--- config.mk ---
export PLATFORM = sky130hd
export DESIGN_NAME = display_status_scan
export DESIGN_NICKNAME = d
export VERILOG_FILES = /design/src/rtl/display_status_scan.sv
export SDC_FILE = /design/constraint.sdc
export NUM_CORES = 1
export LEC_CHECK = 0
export BUFFER_PORTS_ARGS = -buffer_cell sky130_fd_sc_hd__buf_2
export CORE_AREA = 10 10 88 90
export CTS_CLUSTER_DIAMETER = 60
export DETAILED_ROUTE_END_ITERATION = 10
export DIE_AREA = 0 0 98 100
export PLACE_DENSITY = 0.59
export SETUP_SLACK_MARGIN = 0.4
export SLEW_MARGIN = 10
export SYNTH_ARGS = -nofsm -noshare
export SYNTH_HDL_FRONTEND = slang
export SYNTH_SLANG_ARGS = --single-unit
--- constraint.sdc ---
create_clock -name clk -period 2 [get_ports clk]
set_input_delay 0.4 -clock clk [delete_from_list [all_inputs] [get_ports clk]]
set_output_delay 0.4 -clock clk [all_outputs]
set_load 0.01 [all_outputs]
--- src/rtl/display_status_scan.sv ---
// Multiplexed 7-segment status display for N_CH water-entry channels.
// Each digit shows one channel: a live error, a latched (blinking) error,
// an open inlet valve, or idle. Asynchronous inputs are double-synchronised,
// digits are scanned by a prescaled tick, and error latches clear on ack.
module display_status_scan #(
  parameter int unsigned N_CH        = 4,
  parameter int unsigned SCAN_DIV    = 1000,
  parameter int unsigned BLINK_TICKS = 250,
  parameter bit          ACTIVE_LOW  = 1'b0
) (
  input  logic            clk,
  input  logic            reset,
  input  logic [N_CH-1:0] erro,
  input  logic [N_CH-1:0] ve,
  input  logic            ack,
  output logic [6:0]      seg,
  output logic            seg_p,
  output logic [N_CH-1:0] an
);

  // Counter widths: $clog2 of the modulus, never narrower than one bit.
  localparam int unsigned PrescW = (SCAN_DIV > 1) ? $clog2(SCAN_DIV) : 1;
  localparam int unsigned IdxW   = (N_CH > 1) ? $clog2(N_CH) : 1;
  localparam int unsigned BlinkW = (BLINK_TICKS > 1) ? $clog2(BLINK_TICKS) : 1;

  // Segment patterns, bit order {g,f,e,d,c,b,a}, logical polarity.
  localparam logic [6:0] SegE     = 7'b1111001;
  localparam logic [6:0] SegOne   = 7'b0000110;
  localparam logic [6:0] SegUnder = 7'b0001000;
  localparam logic [6:0] SegBlank = 7'b0000000;

  // Physical "off" levels; the output registers hold pin polarity directly.
  localparam logic            Inv      = ACTIVE_LOW;
  localparam logic [6:0]      SegOff   = {7{Inv}};
  localparam logic [N_CH-1:0] AnOff    = {N_CH{Inv}};

  logic [N_CH-1:0]   erro_q1, erro_s;
  logic [N_CH-1:0]   ve_q1, ve_s;
  logic [N_CH-1:0]   err_lat_q, err_lat_d;
  logic [PrescW-1:0] presc_q, presc_d;
  logic [IdxW-1:0]   idx_q, idx_d;
  logic [BlinkW-1:0] blink_cnt_q, blink_cnt_d;
  logic              blink_on_q, blink_on_d;
  logic              tick;

  logic [6:0]        glyph;
  logic              glyph_dp;
  logic [N_CH-1:0]   an_log;

  logic [6:0]        seg_q;
  logic              seg_p_q;
  logic [N_CH-1:0]   an_q;

  // Two-flop synchronisers for the asynchronous error and valve flags.
  always_ff @(posedge clk or posedge reset) begin
    if (reset) begin
      erro_q1 <= '0;
      erro_s  <= '0;
      ve_q1   <= '0;
      ve_s    <= '0;
    end else begin
      erro_q1 <= erro;
      erro_s  <= erro_q1;
      ve_q1   <= ve;
      ve_s    <= ve_q1;
    end
  end

  assign tick = (presc_q == PrescW'(SCAN_DIV - 1));

  // Next-state for prescaler, digit index and blink phase.
  always_comb begin
    presc_d     = tick ? '0 : presc_q + 1'b1;
    idx_d       = idx_q;
    blink_cnt_d = blink_cnt_q;
    blink_on_d  = blink_on_q;
    if (tick) begin
      idx_d = (idx_q == IdxW'(N_CH - 1)) ? '0 : idx_q + 1'b1;
      if (blink_cnt_q == BlinkW'(BLINK_TICKS - 1)) begin
        blink_cnt_d = '0;
        blink_on_d  = ~blink_on_q;
      end else begin
        blink_cnt_d = blink_cnt_q + 1'b1;
      end
    end
  end

  // Scan timing state.
  always_ff @(posedge clk or posedge reset) begin
    if (reset) begin
      presc_q     <= '0;
      idx_q       <= '0;
      blink_cnt_q <= '0;
      blink_on_q  <= 1'b1;
    end else begin
      presc_q     <= presc_d;
      idx_q       <= idx_d;
      blink_cnt_q <= blink_cnt_d;
      blink_on_q  <= blink_on_d;
    end
  end

  // A live error always sets its latch; ack clears only quiet channels.
  always_comb begin
    err_lat_d = ack ? erro_s : (err_lat_q | erro_s);
  end

  // Sticky per-channel error latches.
  always_ff @(posedge clk or posedge reset) begin
    if (reset) begin
      err_lat_q <= '0;
    end else begin
      err_lat_q <= err_lat_d;
    end
  end

  // Glyph selection for the currently scanned channel, highest priority first.
  always_comb begin
    glyph    = SegUnder;
    glyph_dp = 1'b0;
    if (erro_s[idx_q]) begin
      glyph = SegE;
    end else if (err_lat_q[idx_q]) begin
      glyph    = blink_on_q ? SegE : SegBlank;
      glyph_dp = 1'b1;
    end else if (ve_s[idx_q]) begin
      glyph = SegOne;
    end
  end

  // Digit enable: blanked for the first cycle of every slot to avoid ghosting.
  always_comb begin
    an_log = (presc_q == '0) ? '0 : (N_CH'(1) << idx_q);
  end

  // Registered pin drivers, polarity applied here.
  always_ff @(posedge clk or posedge reset) begin
    if (reset) begin
      seg_q   <= SegOff;
      seg_p_q <= Inv;
      an_q    <= AnOff;
    end else begin
      seg_q   <= glyph ^ SegOff;
      seg_p_q <= glyph_dp ^ Inv;
      an_q    <= an_log ^ AnOff;
    end
  end

  assign seg   = seg_q;
  assign seg_p = seg_p_q;
  assign an    = an_q;

endmodule
==> metrics.yaml, run 1 <==
final_layout:
  n_antenna_cell: 0
  multi_input_area_um2: 742.0
  final_common_cell: "dfrtp_1"
  final_cell_mix: "46 x dfrtp_1, 22 x buf_2, 12 x nand2_1"
  seq_area_um2: 1230
  fillers: 591
  area_growth_pct: 15.25
  layout.nets: 211
  drive_above_1_share_pct: 23.83
clock_network:
  cts_buffers: 5
  clk_latency_ns: 0.30
  clk_transition_reported_paths_ns: 0.09
  cts_tree: "done"
  cts.sinks: 49
  ctsLongestPathBuffers: 2
  htreeDepth: 2
  cts_root_buffer: "clkbuf_8"
  cts_hold_buf: 0
critical_path:
  worst-setup-path-type: "flip-flop to flip-flop"
  required_ns: 2.19
  crit_path_end_kind: "flip-flop"
  path_max_fanout: 6
  startpoint_type: "flip-flop"
  ff2ff_path_depth: 6
  cp.arrival_ns: 1.70
routing:
  wl_per_cell_um: 12.77
  vias_per_cell: 4.719
  dr.pass1.iters: 4
  ant_nets: 0
  drt-total-wl_mm: 3.447
  drc: 0
  vias: 1274
  drtIter0Drc: 58
timing:
  post-route-period-util_pct: 75.77
  clock.fmax_ghz: 0.6599
  setup_tns_ns: 0
  worst_slew_pin_slew_ns: 0.5867
  rsz0062_at_grt: "true"
  setup_viol: 0
  setup_slack_ns: 0.4845
  fin_crit_ns: 1.515
  slew_violations: 0
  slew_headroom_pct: 60.89
  hold_viol_final: 0
  finalClockSkew_ns: 0.006992
placement:
  place.gp.congestion: 0.8141
  dpl.hpwl_mm: 2.306
  dp_slack_ns: 0.2771
  io_buffers: 22
floorplanning:
  die_area_um2: 9800
  start_util_pct: 33.18
  die_height_um: 100
  die_x_um: 98
  rows: 29
  core-area_um2: 6132
  pin_count: 23
power:
  power_density_nw_per_um2: 702.6
  p_leak_nw: 1.073
  total_power_w: 0.001648
  peakVddDrop_uv: 297.6
global_route:
  antenna_found_initial: 0
  grt_use_total_pct: 7.031
  grt_max_degree: 50
  first_global_vias: 1188
  overflow: 0
  grt_pass1_wl_mm: 5.630
min_path:
  hp-class: "input port to flip-flop"
  whs_path_depth: 1
synth:
  synth-main-ff-cell: "dfrtp_1"
  synth_top_area_share_pct: 59.04
  ys_async_sr_fraction_pct: 100.0
  syn_inst: 165
  syn_nets: 184
  netlist_area_um2: 2034
  yosys_warnings: 0
  synth-seq-area-share_pct: 60.33
  synth.largest_area_cell: "dfrtp_1"
  synth_area_leaders: "dfrtp_1 59%, ha_1 4.9%, nand3_1 2.5%, o21ai_0 2.2%, mux4_2 2.2%"
  ys_ff_latch: 49
  yosysUniqueCellTypes: 36
  synth_area_per_cell_um2: 12.33
  synth_edf_count: 0
job:
  cap_viol_max_count: 0
outcome:
  status: "finished, final reports clean"
[through the flow]
stage / hold WS, ns / instance area [um^2] / util (%) / std cells
floorplan: 0.3312 / 2034 / - / 165
global placement: 0.3340 / 2188 / 35.69 / 258
detailed placement: 0.3347 / 2188 / 35.69 / 258
CTS: 0.1906 / 2300 / 37.50 / 267
global route: 0.1822 / 2345 / 38.24 / 270
finish: 0.2059 / 2345 / 38.24 / 270
[flip-flops by register name (all words and copies together), names as in the netlist]
name and count:
seg 3, ve_s 4, an 4, erro_q1 4, blink_on_q 1, idx_q 2
ve_q1 4, blink_cnt_q 8, erro_s 4, presc_q 10, seg_p 1, err_lat_q 4
[where the power goes]
| part | switching (W) | internal (W) |
|---|---|---|
| Sequential | 0.00000902 | 0.00102 |
| Combinational | 0.0000341 | 0.0000240 |
| Clock | 0.000315 | 0.000249 |
| Total | 0.000358 | 0.00129 |
[final timing paths]
path	endpoint	startpoint	slack [ns]
max reg2reg	blink_cnt_q[4]$_DFFE_PP0N_	presc_q[0]$_DFF_PP0_	0.48
min reg2reg	erro_s[1]$_DFF_PP0_	erro_q1[1]$_DFF_PP0_	0.35
min in group asynchronous	blink_cnt_q[7]$_DFFE_PP0N_	reset	0.24
max in group asynchronous	idx_q[0]$_DFFE_PP0N_	reset	1.34
max	blink_cnt_q[4]$_DFFE_PP0N_	presc_q[0]$_DFF_PP0_	0.48
min	erro_q1[0]$_DFF_PP0_	erro[0]	0.21
[kinds of logic after synthesis]
group | count (synthesis) | share of synthesized area (%)
AND/OR/NAND/NOR | 52 | 14.58
flip-flops | 49 | 60.33
AO/OA/AOI/OAI | 29 | 8.856
buffers and inverters | 17 | 4.797
adder cells (fa/ha/maj) | 8 | 4.920
XOR/XNOR | 7 | 3.014
multiplexers | 3 | 3.506
[Yosys cell counts, types with 5 or more instances]
cell type  count
ha_1           8
a21oi_1        5
and2_1         6
dfrtp_1       48
and3_1         5
nand2_1       12
buf_4          5
o21ai_0        9
a21o_1         5
inv_1         10
nand3_1       10
nor2_1         6
[critical path: stages, from the launching register on]
cell	delay (ns)
dfrtp_1	0.42
ha_4	0.17
and3_4	0.24
nand4_4	0.16
buf_12	0.18
o21ai_0	0.15
o31ai_1	0.09
[layer usage]
layer	track usage [%]	up-vias	routed length (um)
li1	-	626	-
met1	8.409	609	1611
met2	10.15	34	1538
met3	3.091	5	218
met4	4.362	0	78
met5	0	-	0
[final cells by class]
type	count	area share [%]
repair buffers	26	6.510
flip-flops and latches	49	52.45
clock inverters	2	0.5870
multi-input cells	100	31.64
clock buffers	6	3.095
inverters	10	1.601
well taps	77	4.109
[what timing repair did]
| item | in CTS | in global routing |
|---|---|---|
| endpoints found under the setup margin | 6 | 9 |
| gates resized for setup | 2 | 5 |
| pin swaps | 0 | 1 |
| endpoints found under the hold margin | 0 | 0 |
| gates cloned | 0 | 1 |
| setup buffers | 1 | 2 |
Note: power is estimated with default switching activity, not from simulation.
==> run 2: changes to the inputs <==
- PLACE_DENSITY: 0.59 -> 0.61
- clock period: 2 -> 1.3 ns (I/O delays scaled with it)
==> run 2 against run 1 <==
  * The run now ends with setup timing left
  * Core utilization rose by 7.8 points
  * Non-clock buffer count rose by 30
  * Count of clock-buffer cells in the layout fell by 1
  * Critical path type unchanged
  * Critical endpoint is now blink_cnt_q[7]$_DFFE_PP0N_
  * Highest routed layer unchanged
==> metrics.yaml, run 2 (synthesis results as in run 1) <==
routing:
  drtIter0Drc: 34  # -41%
  vias: 1393  # +9.3%
  vias_per_cell: 4.659  # -1.3%
  drc: 0  # unchanged
  ant_nets: 0  # unchanged
  wl_per_cell_um: 13.14  # +2.9%
  drt-total-wl_mm: 3.928  # +14%
  dr.pass1.iters: 4  # unchanged
clock_network:
  clk_latency_ns: 0.30  # about the same
  htreeDepth: 2  # unchanged
  clk_transition_reported_paths_ns: 0.09  # about the same
  cts.sinks: 49  # unchanged
  cts_buffers: 5  # unchanged
  ctsLongestPathBuffers: 2  # unchanged
  cts_root_buffer: "clkbuf_8"
  cts_tree: "done"
final_layout:
  final_util_pct: 46.03  # +7.8 points
  top_register: "presc_q"
  seq_area_um2: 1229  # -0.10%
  drive_above_1_share_pct: 51.35  # +28 points
  layout.nets: 240  # +14%
  multi_input_area_um2: 909.6  # +23%
  reg_top3: "presc_q: 10 flops, blink_cnt_q: 8 flops"
  largest_reg_flops: 10  # unchanged
  final_cell_mix: "47 x dfrtp_1, 25 x buf_4, 21 x buf_2"
  area_growth_pct: 38.75
  final_common_cell: "dfrtp_1"
  fillers: 549  # -7.1%
  n_antenna_cell: 0  # unchanged
power:
  p_int_w: 0.002192  # +70%
  total_power_w: 0.002783  # +69%
  peakVddDrop_uv: 503.2  # +69%
  pwr-share-seq_pct: 56.7  # -5.5 points
  power_density_nw_per_um2: 985.9  # +40%
  p_leak_nw: 1.289  # +20%
  p_clk_share_pct: 39.4  # +5.1 points
  swShare_pct: 21.24  # -0.51 points
  pwr-share-comb_pct: 3.9  # +0.4 points
  switchingPower_w: 0.0005912  # +65%
critical_path:
  startpoint_type: "flip-flop"
  cpMaxStageDelayCell: "dfrtp_1"
  cpPeakStageDelay_ns: 0.37  # -0.05 ns
  r2r_start: "presc_q[0]$_DFF_PP0_"
  crit_chain: "ha_2 > and3_4 > nand4_4 > buf_12 > o21ai_4 > o311ai_2"
  ff2ff_path_depth: 6  # unchanged
  crit_path_end_kind: "flip-flop"
  path_max_fanout: 6  # unchanged
  cp.arrival_ns: 1.61  # -0.09 ns
  required_ns: 1.48  # -0.71 ns
  reg2reg_slack_ns: -0.14  # -0.62 ns
  timing.rr.end: "blink_cnt_q[7]$_DFFE_PP0N_"
  worst-setup-path-type: "flip-flop to flip-flop"
floorplanning:
  rows: 29  # unchanged
  start_util_pct: 33.18  # unchanged
  die_height_um: 100  # unchanged
  pin_count: 23  # unchanged
  die_x_um: 98  # unchanged
  die_area_um2: 9800  # unchanged
  core-area_um2: 6132  # unchanged
job:
  cap_viol_max_count: 0  # unchanged
global_route:
  grt_pass1_wl_mm: 6.589  # +17%
  first_global_vias: 1470  # +24%
  antenna_found_initial: 0  # unchanged
  grt_max_degree: 50  # unchanged
  grt_use_total_pct: 7.957  # +0.93 points
  overflow: 0  # unchanged
outcome:
  violations: "setup timing"
  status: "complete, but fails checks"
timing:
  slew_headroom_pct: 78.00  # +17 points
  whs_ns: 0.008921  # -0.1970 ns
  setup_viol: 20  # +20
  post-route-period-util_pct: 110.4  # +35 points
  clock.fmax_ghz: 0.6968  # +5.6%
  hold_viol_final: 0  # unchanged
  worst_slew_pin_slew_ns: 0.3265  # -0.2602 ns
  setup_slack_ns: -0.1350  # -0.6196 ns
  fin_crit_ns: 1.435  # -0.08044 ns
  slew_violations: 0  # unchanged
  finalClockSkew_ns: 0.006478  # -0.0005140 ns
  rsz0062_at_grt: "true"
  setup_tns_ns: -1.150  # -1.150 ns
placement:
  dpl.hpwl_mm: 2.584  # +12%
  io_buffers: 22  # unchanged
  place.gp.congestion: 0.8173  # +0.39%
min_path:
  hp-class: "input port to asynchronous set/reset pin"
-- run 2: changes by cell type in the layout (fill, tap and decap cells not counted), moves of 4 or more --
cell     previous run  this run
buf_4               3        25
o21ai_0             9         1
buf_6               0         7
nand3_1            10         3
nand3_2             0         7
nand2_1            12         8
o21ai_2             0         4
-- run 2: worst max-delay path: cells and delay by family, from the launching register on --
| kind | cells | cell delay [ns] |
|---|---|---|
| AOI/OAI and AO/OA | 2 | 0.22 |
| adders and majority gates | 1 | 0.19 |
| buffers and inverters | 1 | 0.18 |
| DFF | 1 | 0.37 |
| and+or+nand+nor | 2 | 0.35 |
-- run 2: metrics by stage --
stage	instance area (um^2)	std cells	worst slack, ns
6_report	2823	299	-0.1350
5_1_grt	2823	299	-0.2088
4_1_cts	2685	297	-0.1096
3_5_place_dp	2402	282	-0.2006
3_3_place_gp	2402	282	-0.1691
2_1_floorplan	2047	165	-0.1347
-- run 2: power by group through the flow --
stage / Combinational [W] / Clock, W / Sequential [W]
2_1_floorplan: 0.0000579 / 0 / 0.00161
3_3_place_gp: 0.000108 / 0 / 0.00161
3_5_place_dp: 0.000109 / 0 / 0.00161
4_1_cts: 0.000110 / 0.00113 / 0.00158
5_1_grt: 0.000124 / 0.00119 / 0.00158
6_report: 0.000110 / 0.00110 / 0.00158
-- run 2: layout make-up --
cell class | count | share of cell area, %
timing repair buffer | 56 | 15.29
clock inverter | 3 | 1.551
tap | 77 | 3.413
inverter | 10 | 1.551
clock buffer | 5 | 2.438
multi-input combinational | 99 | 32.23
sequential | 49 | 43.53
-- run 2: routing by layer --
| metal | up-vias | routed length (um) | global-route usage, % |
|---|---|---|---|
| li1 | 676 | - | - |
| met1 | 689 | 1691 | 8.918 |
| met2 | 25 | 2012 | 13.45 |
| met3 | 3 | 190 | 2.266 |
| met4 | 0 | 34 | 4.251 |
| met5 | - | 0 | 0 |
-- run 2: how the worst max path moves through the flow --
stage                                     from                          to  slack, ns  depth (start not counted)
floorplan                 presc_q[0]$_DFF_PP0_  blink_cnt_q[7]$_DFFE_PP0N_      -0.13                          7
global placement          presc_q[1]$_DFF_PP0_  blink_cnt_q[4]$_DFFE_PP0N_      -0.17                          5
detailed placement        presc_q[1]$_DFF_PP0_  blink_cnt_q[5]$_DFFE_PP0N_      -0.20                          5
CTS                       presc_q[1]$_DFF_PP0_  blink_cnt_q[7]$_DFFE_PP0N_      -0.11                          6
global route        blink_cnt_q[1]$_DFFE_PP0N_  blink_cnt_q[6]$_DFFE_PP0N_      -0.21                          5
finish                    presc_q[0]$_DFF_PP0_  blink_cnt_q[7]$_DFFE_PP0N_      -0.14                          6
-- run 2: repair_timing --
item | CTS | global route
gates cloned | 0 | 0
buffers inserted | 7 | 2
setup endpoints to repair | 41 | 41
pin swaps | 21 | 9
hold buffers | 0 | 0
gates resized for setup | 32 | 33
